## src/rtl/expr_vector_sequencer_pkg.sv

```systemverilog
// Shared definitions for the expression-block vector sequencer: operand packing,
// result width, FSM states and the MISR fold.
package expr_seq_pkg;

  localparam int OPS_W = 60;
  localparam int Y_W   = 90;

  // Operand field LSB positions inside the packed operand bus
  localparam int A0_LSB = 56;
  localparam int A1_LSB = 51;
  localparam int A2_LSB = 45;
  localparam int A3_LSB = 41;
  localparam int A4_LSB = 36;
  localparam int A5_LSB = 30;
  localparam int B0_LSB = 26;
  localparam int B1_LSB = 21;
  localparam int B2_LSB = 15;
  localparam int B3_LSB = 11;
  localparam int B4_LSB = 6;
  localparam int B5_LSB = 0;

  localparam logic [31:0] MISR_POLY_DEF = 32'h04C11DB7;
  localparam logic [31:0] MISR_SEED_DEF = 32'h0000_0000;

  typedef enum logic [1:0] {
    IDLE        = 2'd0,
    SETTLE_WAIT = 2'd1,
    OUT         = 2'd2
  } seq_state_e;

  // Collapse the 90-bit result into one 32-bit word before it enters the MISR
  function automatic logic [31:0] misr_fold(input logic [Y_W-1:0] y);
    return y[31:0] ^ y[63:32] ^ {6'b0, y[89:64]};
  endfunction

endpackage

```

## src/rtl/expr_vector_sequencer_misr.sv

```systemverilog
// 32-bit MISR that folds each captured expression result into a running signature.
module expr_misr32
  import expr_seq_pkg::*;
#(
  parameter logic [31:0] POLY = MISR_POLY_DEF,
  parameter logic [31:0] SEED = MISR_SEED_DEF
) (
  input  logic             clk,
  input  logic             rst_n,
  input  logic             clear,
  input  logic             en,
  input  logic [Y_W-1:0]   y,
  output logic [31:0]      sig
);

  logic [31:0] sig_q;
  logic [31:0] sig_d;

  always_comb begin
    sig_d = sig_q;
    // clear has priority over a fold in the same cycle
    if (clear) begin
      sig_d = SEED;
    end else if (en) begin
      sig_d = {sig_q[30:0], 1'b0} ^ (sig_q[31] ? POLY : 32'h0) ^ misr_fold(y);
    end
  end

  always_ff @(posedge clk or negedge rst_n) begin
    if (!rst_n) begin
      sig_q <= SEED;
    end else begin
      sig_q <= sig_d;
    end
  end

  assign sig = sig_q;

endmodule

```

## src/rtl/expr_vector_sequencer.sv

```systemverilog
// Drives operand vectors into an expression block, samples its result after a
// settle time, checks it against an optional expected value and signs it.
//
// state       | meaning
// IDLE        | ready for a new vector
// SETTLE_WAIT | operands driven, counting down the settle time
// OUT         | captured result presented until the sink takes it
module expr_vector_sequencer
  import expr_seq_pkg::*;
#(
  parameter int unsigned  SETTLE    = 2,
  parameter logic [31:0]  MISR_POLY = MISR_POLY_DEF,
  parameter logic [31:0]  MISR_SEED = MISR_SEED_DEF,
  parameter int unsigned  CNT_W     = 16
) (
  input  logic               clk,
  input  logic               rst_n,
  input  logic               clear,
  input  logic               in_valid,
  output logic               in_ready,
  input  logic [OPS_W-1:0]   in_ops,
  input  logic [Y_W-1:0]     in_exp,
  input  logic               in_chk,
  output logic [OPS_W-1:0]   ops_o,
  input  logic [Y_W-1:0]     expr_y_i,
  output logic               out_valid,
  input  logic               out_ready,
  output logic [Y_W-1:0]     out_y,
  output logic               out_mismatch,
  output logic [31:0]        sig_o,
  output logic [CNT_W-1:0]   vec_cnt,
  output logic [CNT_W-1:0]   err_cnt,
  output logic               busy
);

  localparam logic [3:0] SETTLE_INIT = 4'(SETTLE - 1);

  seq_state_e         state_q, state_d;
  logic [3:0]         cnt_q, cnt_d;
  logic [OPS_W-1:0]   ops_q, ops_d;
  logic [Y_W-1:0]     exp_q, exp_d;
  logic               chk_q, chk_d;
  logic [Y_W-1:0]     out_y_q, out_y_d;
  logic               mism_q, mism_d;
  logic [CNT_W-1:0]   vec_cnt_q, vec_cnt_d;
  logic [CNT_W-1:0]   err_cnt_q, err_cnt_d;
  logic               capture;
  logic               cap_mism;

  assign cap_mism = chk_q & (expr_y_i != exp_q);

  always_comb begin
    state_d = state_q;
    cnt_d   = cnt_q;
    ops_d   = ops_q;
    exp_d   = exp_q;
    chk_d   = chk_q;
    out_y_d = out_y_q;
    mism_d  = mism_q;
    capture = 1'b0;
    unique case (state_q)
      IDLE: begin
        if (in_valid) begin
          ops_d   = in_ops;
          exp_d   = in_exp;
          chk_d   = in_chk;
          cnt_d   = SETTLE_INIT;
          state_d = SETTLE_WAIT;
        end
      end
      SETTLE_WAIT: begin
        if (cnt_q == 4'd0) begin
          capture = 1'b1;
          out_y_d = expr_y_i;
          mism_d  = cap_mism;
          state_d = OUT;
        end else begin
          cnt_d = cnt_q - 4'd1;
        end
      end
      OUT: begin
        if (out_ready) begin
          state_d = IDLE;
        end
      end
      default: state_d = IDLE;
    endcase
  end

  // Counters saturate; clear overrides a capture landing in the same cycle
  always_comb begin
    vec_cnt_d = vec_cnt_q;
    err_cnt_d = err_cnt_q;
    if (clear) begin
      vec_cnt_d = '0;
      err_cnt_d = '0;
    end else if (capture) begin
      if (vec_cnt_q != {CNT_W{1'b1}}) vec_cnt_d = vec_cnt_q + CNT_W'(1);
      if (cap_mism && (err_cnt_q != {CNT_W{1'b1}})) err_cnt_d = err_cnt_q + CNT_W'(1);
    end
  end

  always_ff @(posedge clk or negedge rst_n) begin
    if (!rst_n) begin
      state_q   <= IDLE;
      cnt_q     <= '0;
      ops_q     <= '0;
      exp_q     <= '0;
      chk_q     <= 1'b0;
      out_y_q   <= '0;
      mism_q    <= 1'b0;
      vec_cnt_q <= '0;
      err_cnt_q <= '0;
    end else begin
      state_q   <= state_d;
      cnt_q     <= cnt_d;
      ops_q     <= ops_d;
      exp_q     <= exp_d;
      chk_q     <= chk_d;
      out_y_q   <= out_y_d;
      mism_q    <= mism_d;
      vec_cnt_q <= vec_cnt_d;
      err_cnt_q <= err_cnt_d;
    end
  end

  expr_misr32 #(
    .POLY (MISR_POLY),
    .SEED (MISR_SEED)
  ) u_misr (
    .clk   (clk),
    .rst_n (rst_n),
    .clear (clear),
    .en    (capture),
    .y     (expr_y_i),
    .sig   (sig_o)
  );

  assign in_ready     = (state_q == IDLE);
  assign busy         = (state_q != IDLE);
  assign out_valid    = (state_q == OUT);
  assign ops_o        = ops_q;
  assign out_y        = out_y_q;
  assign out_mismatch = mism_q;
  assign vec_cnt      = vec_cnt_q;
  assign err_cnt      = err_cnt_q;

endmodule

```

## config.mk

```make
export PLATFORM = sky130hd
export DESIGN_NAME = expr_vector_sequencer
export DESIGN_NICKNAME = d
export VERILOG_FILES = /design/src/rtl/expr_vector_sequencer_pkg.sv /design/src/rtl/expr_vector_sequencer_misr.sv /design/src/rtl/expr_vector_sequencer.sv
export SDC_FILE = /design/constraint.sdc
export NUM_CORES = 1
export LEC_CHECK = 0
export CORE_MARGIN = 2
export CORE_UTILIZATION = 45
export DETAILED_ROUTE_END_ITERATION = 10
export GPL_ROUTABILITY_DRIVEN = 0
export PLACE_DENSITY = 0.86
export SLEW_MARGIN = 20
export SYNTH_ARGS = -nofsm -noshare
export SYNTH_HDL_FRONTEND = slang
export SYNTH_SLANG_ARGS = --single-unit
```

## constraint.sdc

```tcl
create_clock -name clk -period 3.66 [get_ports clk]
set_clock_uncertainty 0.1 [all_clocks]
set_input_delay 0.366 -clock clk [delete_from_list [all_inputs] [get_ports clk]]
set_output_delay 0.366 -clock clk [all_outputs]
set_load 0.05 [all_outputs]
```

==> key figures <==
Die
  – Die height: 181 um
  – IO Count: 464
  – Die area: 0.0329 mm2
  – Core ar.: 0.0308 mm2
  – Initial Util: 46.0%
  – Num rows: 64
  – Die X: 181 um

Worst setup path
  – Path depth of the worst reg2reg path: 9
  – Crit path max fanout: 16
  – Slowest cell on crit path: xnor2_1
  – Setup crit start kind: input pin
  – Worst reg2reg path endpoint: err_cnt[9]$_DFFE_PN0P_
  – Critical path's top delay family: simple AND/OR/NAND/NOR gates
  – CP max stage delay: 0.59 ns
  – Crit. End Element: flop
  – Req. time, crit path: 3.88 ns
  – Reg2Reg Setup Slack: 0.78 ns
  – Critical path class: input pin to flop
  – Critical path cell sequence: clkdlybuf4s50_1, xnor2_1, nand4_1, nor4_1, nand4_1, nor3_4, buf_4, buf_4, or4_1, a21oi_1
  – Worst Path Arrival: 3.10 ns
  – Worst r2r src: exp_q[34]$_DFFE_PN0P_
  – WP buf/inv: 3

Synthesis
  – Synth top area share: 55.1%
  – Synth Instances: 1276
  – Syn_area_per_cell: 11.1 um2
  – Syn. warnings: 0
  – Fraction of registers with async set/reset: 100%
  – Post-synth EDFFs: 0
  – Synthesized flop and latch total: 312
  – Leading area contributor after synthesis: dfrtp_1
  – Main synth FF type: dfrtp_1
  – Synthesized area: 0.0142 mm2
  – Syn Nets: 1526
  – Post-synthesis sequential area ratio: 55.1%
  – Top post-synthesis cells by area: dfrtp_1, mux2_2, xnor2_1
  – Yosys cell types: 41

Clock tree
  – Post-CTS Resized: 0
  – Worst skew pair latency: 0.51 ns
  – Clock sinks: 312
  – TritonCTS clock tree: built
  – Post-CTS Setup Bufs: 0
  – Hold_buf cts: 1
  – Clock Tree Buf Depth: 3
  – Worst-path clk slew: 0.06 ns
  – TritonCTS buffer count: 35
  – Root Driver: clkbuf_16
  – H-tree depth: 2

Timing
  – Final period util: 78.7%
  – Setup violations, final: 0
  – Min cycle time layout: 2.88 ns
  – Highest clock rate: 347 MHz
  – RSZ-0062 raised after global routing: false
  – Final hold violations: 0
  – Slew headroom: 29.1%
  – Max Slew Vio Count: 0
  – Setup_tns: 0 ns
  – Actual slew at the worst max-slew pin: 1.06 ns

Route
  – WL final: 46.6 mm
  – Final antenna-violating net count: 0
  – DRC: 0
  – DRT iter0 DRCs: 769
  – Routed vias: 11400
  – Avg WL per Cell: 21.5 um
  – Initial DRT Pass Iterations: 6
  – DR vias/cell: 5.28

Cells and area
  – Share of layout cells above drive strength 1: 13.8%
  – Register area: 0.00781 mm2
  – Multi-input logic area: 0.00612 mm2
  – Final Util: 66.2%
  – P&R area growth vs syn: 44.1%
  – Nets: 1988
  – Layout fillers: 2235

GRT
  – Total Routing Usage GR: 28.1%
  – Congestion Overflow GR: 0
  – Largest net degree at the start of global routing: 97
  – Initial antenna violation count: 8
  – Vias in the first global route: 12000
  – First-pass GRT wire length: 71.0 mm

Outcome
  – Status: complete, no violations

Power
  – Maximum vdd drop: 0.000733 V
  – PD cells: 939 mW/mm2
  – P_leak: 8.50 nW
  – Tot Pwr: 0.0192 W

Job
  – Max_cap viols: 0

Placement
  – Dpl hpwl: 34.4 mm
  – Port Buf Inserts: 463

Hold path
  – Hold endpoint: state_q[1]$_DFFE_PN0P_
  – Worst hold path class: input pin to flop
  – WHS Path Cells: 2
  – Hold Crit Start: out_ready
## cell families (layout without fill, tap and decap cells)
| group | count (synthesis) | in the layout | synth area share [%] |
|---|---|---|---|
| flip-flops | 312 | 312 | 55.1 |
| XOR/XNOR | 206 | 206 | 12.7 |
| AO/OA/AOI/OAI | 65 | 65 | 3.08 |
| adder cells (fa/ha/maj) | 4 | 4 | 0.353 |
| multiplexers | 160 | 160 | 12.8 |
| buffers and inverters | 63 | 549 | 1.91 |
| other | 0 | 7 | 0 |
| AND/OR/NAND/NOR | 466 | 466 | 14.0 |
## report_power, final
part	switching (W)	internal [W]
Clock	0.00141	0.00203
Combinational	0.00608	0.00369
Sequential	0.000989	0.00497
## worst max path at each step
stage	to	startpoint	slack (ns)	cells after the start
6_report	err_cnt[9]$_DFFE_PN0P_	expr_y_i[34]	0.78	10
5_1_grt	err_cnt[9]$_DFFE_PN0P_	expr_y_i[34]	0.74	10
4_1_cts	err_cnt[9]$_DFFE_PN0P_	exp_q[34]$_DFFE_PN0P_	0.86	9
3_5_place_dp	err_cnt[7]$_DFFE_PN0P_	expr_y_i[34]	0.38	10
3_3_place_gp	err_cnt[15]$_DFFE_PN0P_	expr_y_i[80]	0.43	9
2_1_floorplan	exp_q[0]$_DFFE_PN0P_	state_q[0]$_DFFE_PN0P_	1.17	7
## flip-flops by register name (all words and copies together) (netlist names)
register / cells
chk_q: 1
cnt_q: 4
err_cnt: 16
exp_q: 90
ops_o: 60
out_mismatch: 1
out_y: 90
state_q: 2
u_misr.sig: 32
vec_cnt: 16
## synth_stat cells, types with 5 or more instances
master / number
a211oi_1: 16
a21oi_1: 27
buf_2: 21
clkbuf_1: 34
dfrtp_1: 312
inv_1: 5
mux2_2: 154
mux2_4: 5
nand2_1: 330
nand3_1: 11
nand4_1: 24
nor2_1: 46
nor2b_1: 7
nor4_1: 19
o21ai_0: 6
or3_1: 5
xnor2_1: 168
xor2_1: 38
## layout make-up
cell class                 instances  area share [%]
antenna                            7          0.0858
clock inverter                     5           0.141
inverter                           5          0.0919
sequential                       312            38.2
tap                              396            2.43
clock buffer                      56            5.32
timing repair buffer             483            23.7
multi-input combinational        901            29.9
## cells in the final DEF, fill, tap and decap left out, types with 9 or more instances in the layout
master	count
nand4_1	24
nand3_1	11
clkbuf_16	37
clkdlybuf4s50_1	461
a211oi_1	16
nor4_1	19
xor2_1	38
clkbuf_8	9
dfrtp_1	312
a21oi_1	27
mux2_2	154
xnor2_1	168
clkbuf_1	10
buf_4	14
nand2_1	329
nor2_1	45
## routing by layer
layer  GRT usage (%)  vias to the layer above  part of all wire (%)
met1            35.7                     5667                    40
met3            6.78                      114                   7.3
li1                -                     5160                     -
met5               0                        -                 0.049
met4            11.2                        4                   4.0
met2            46.6                      484                    49
## metrics by stage
step	instances	cell area, um2	hold slack (ns)	setup WS, ns
final	2165	20400	0.342	0.780
after global routing	2164	20400	0.342	0.743
after CTS	2158	20400	0.322	0.864
after detailed placement	2096	19300	0.361	0.383
after global placement	2096	19300	0.357	0.426
after floorplan	1276	14200	-0.0296	1.17
(Power assumes the default switching activity.)
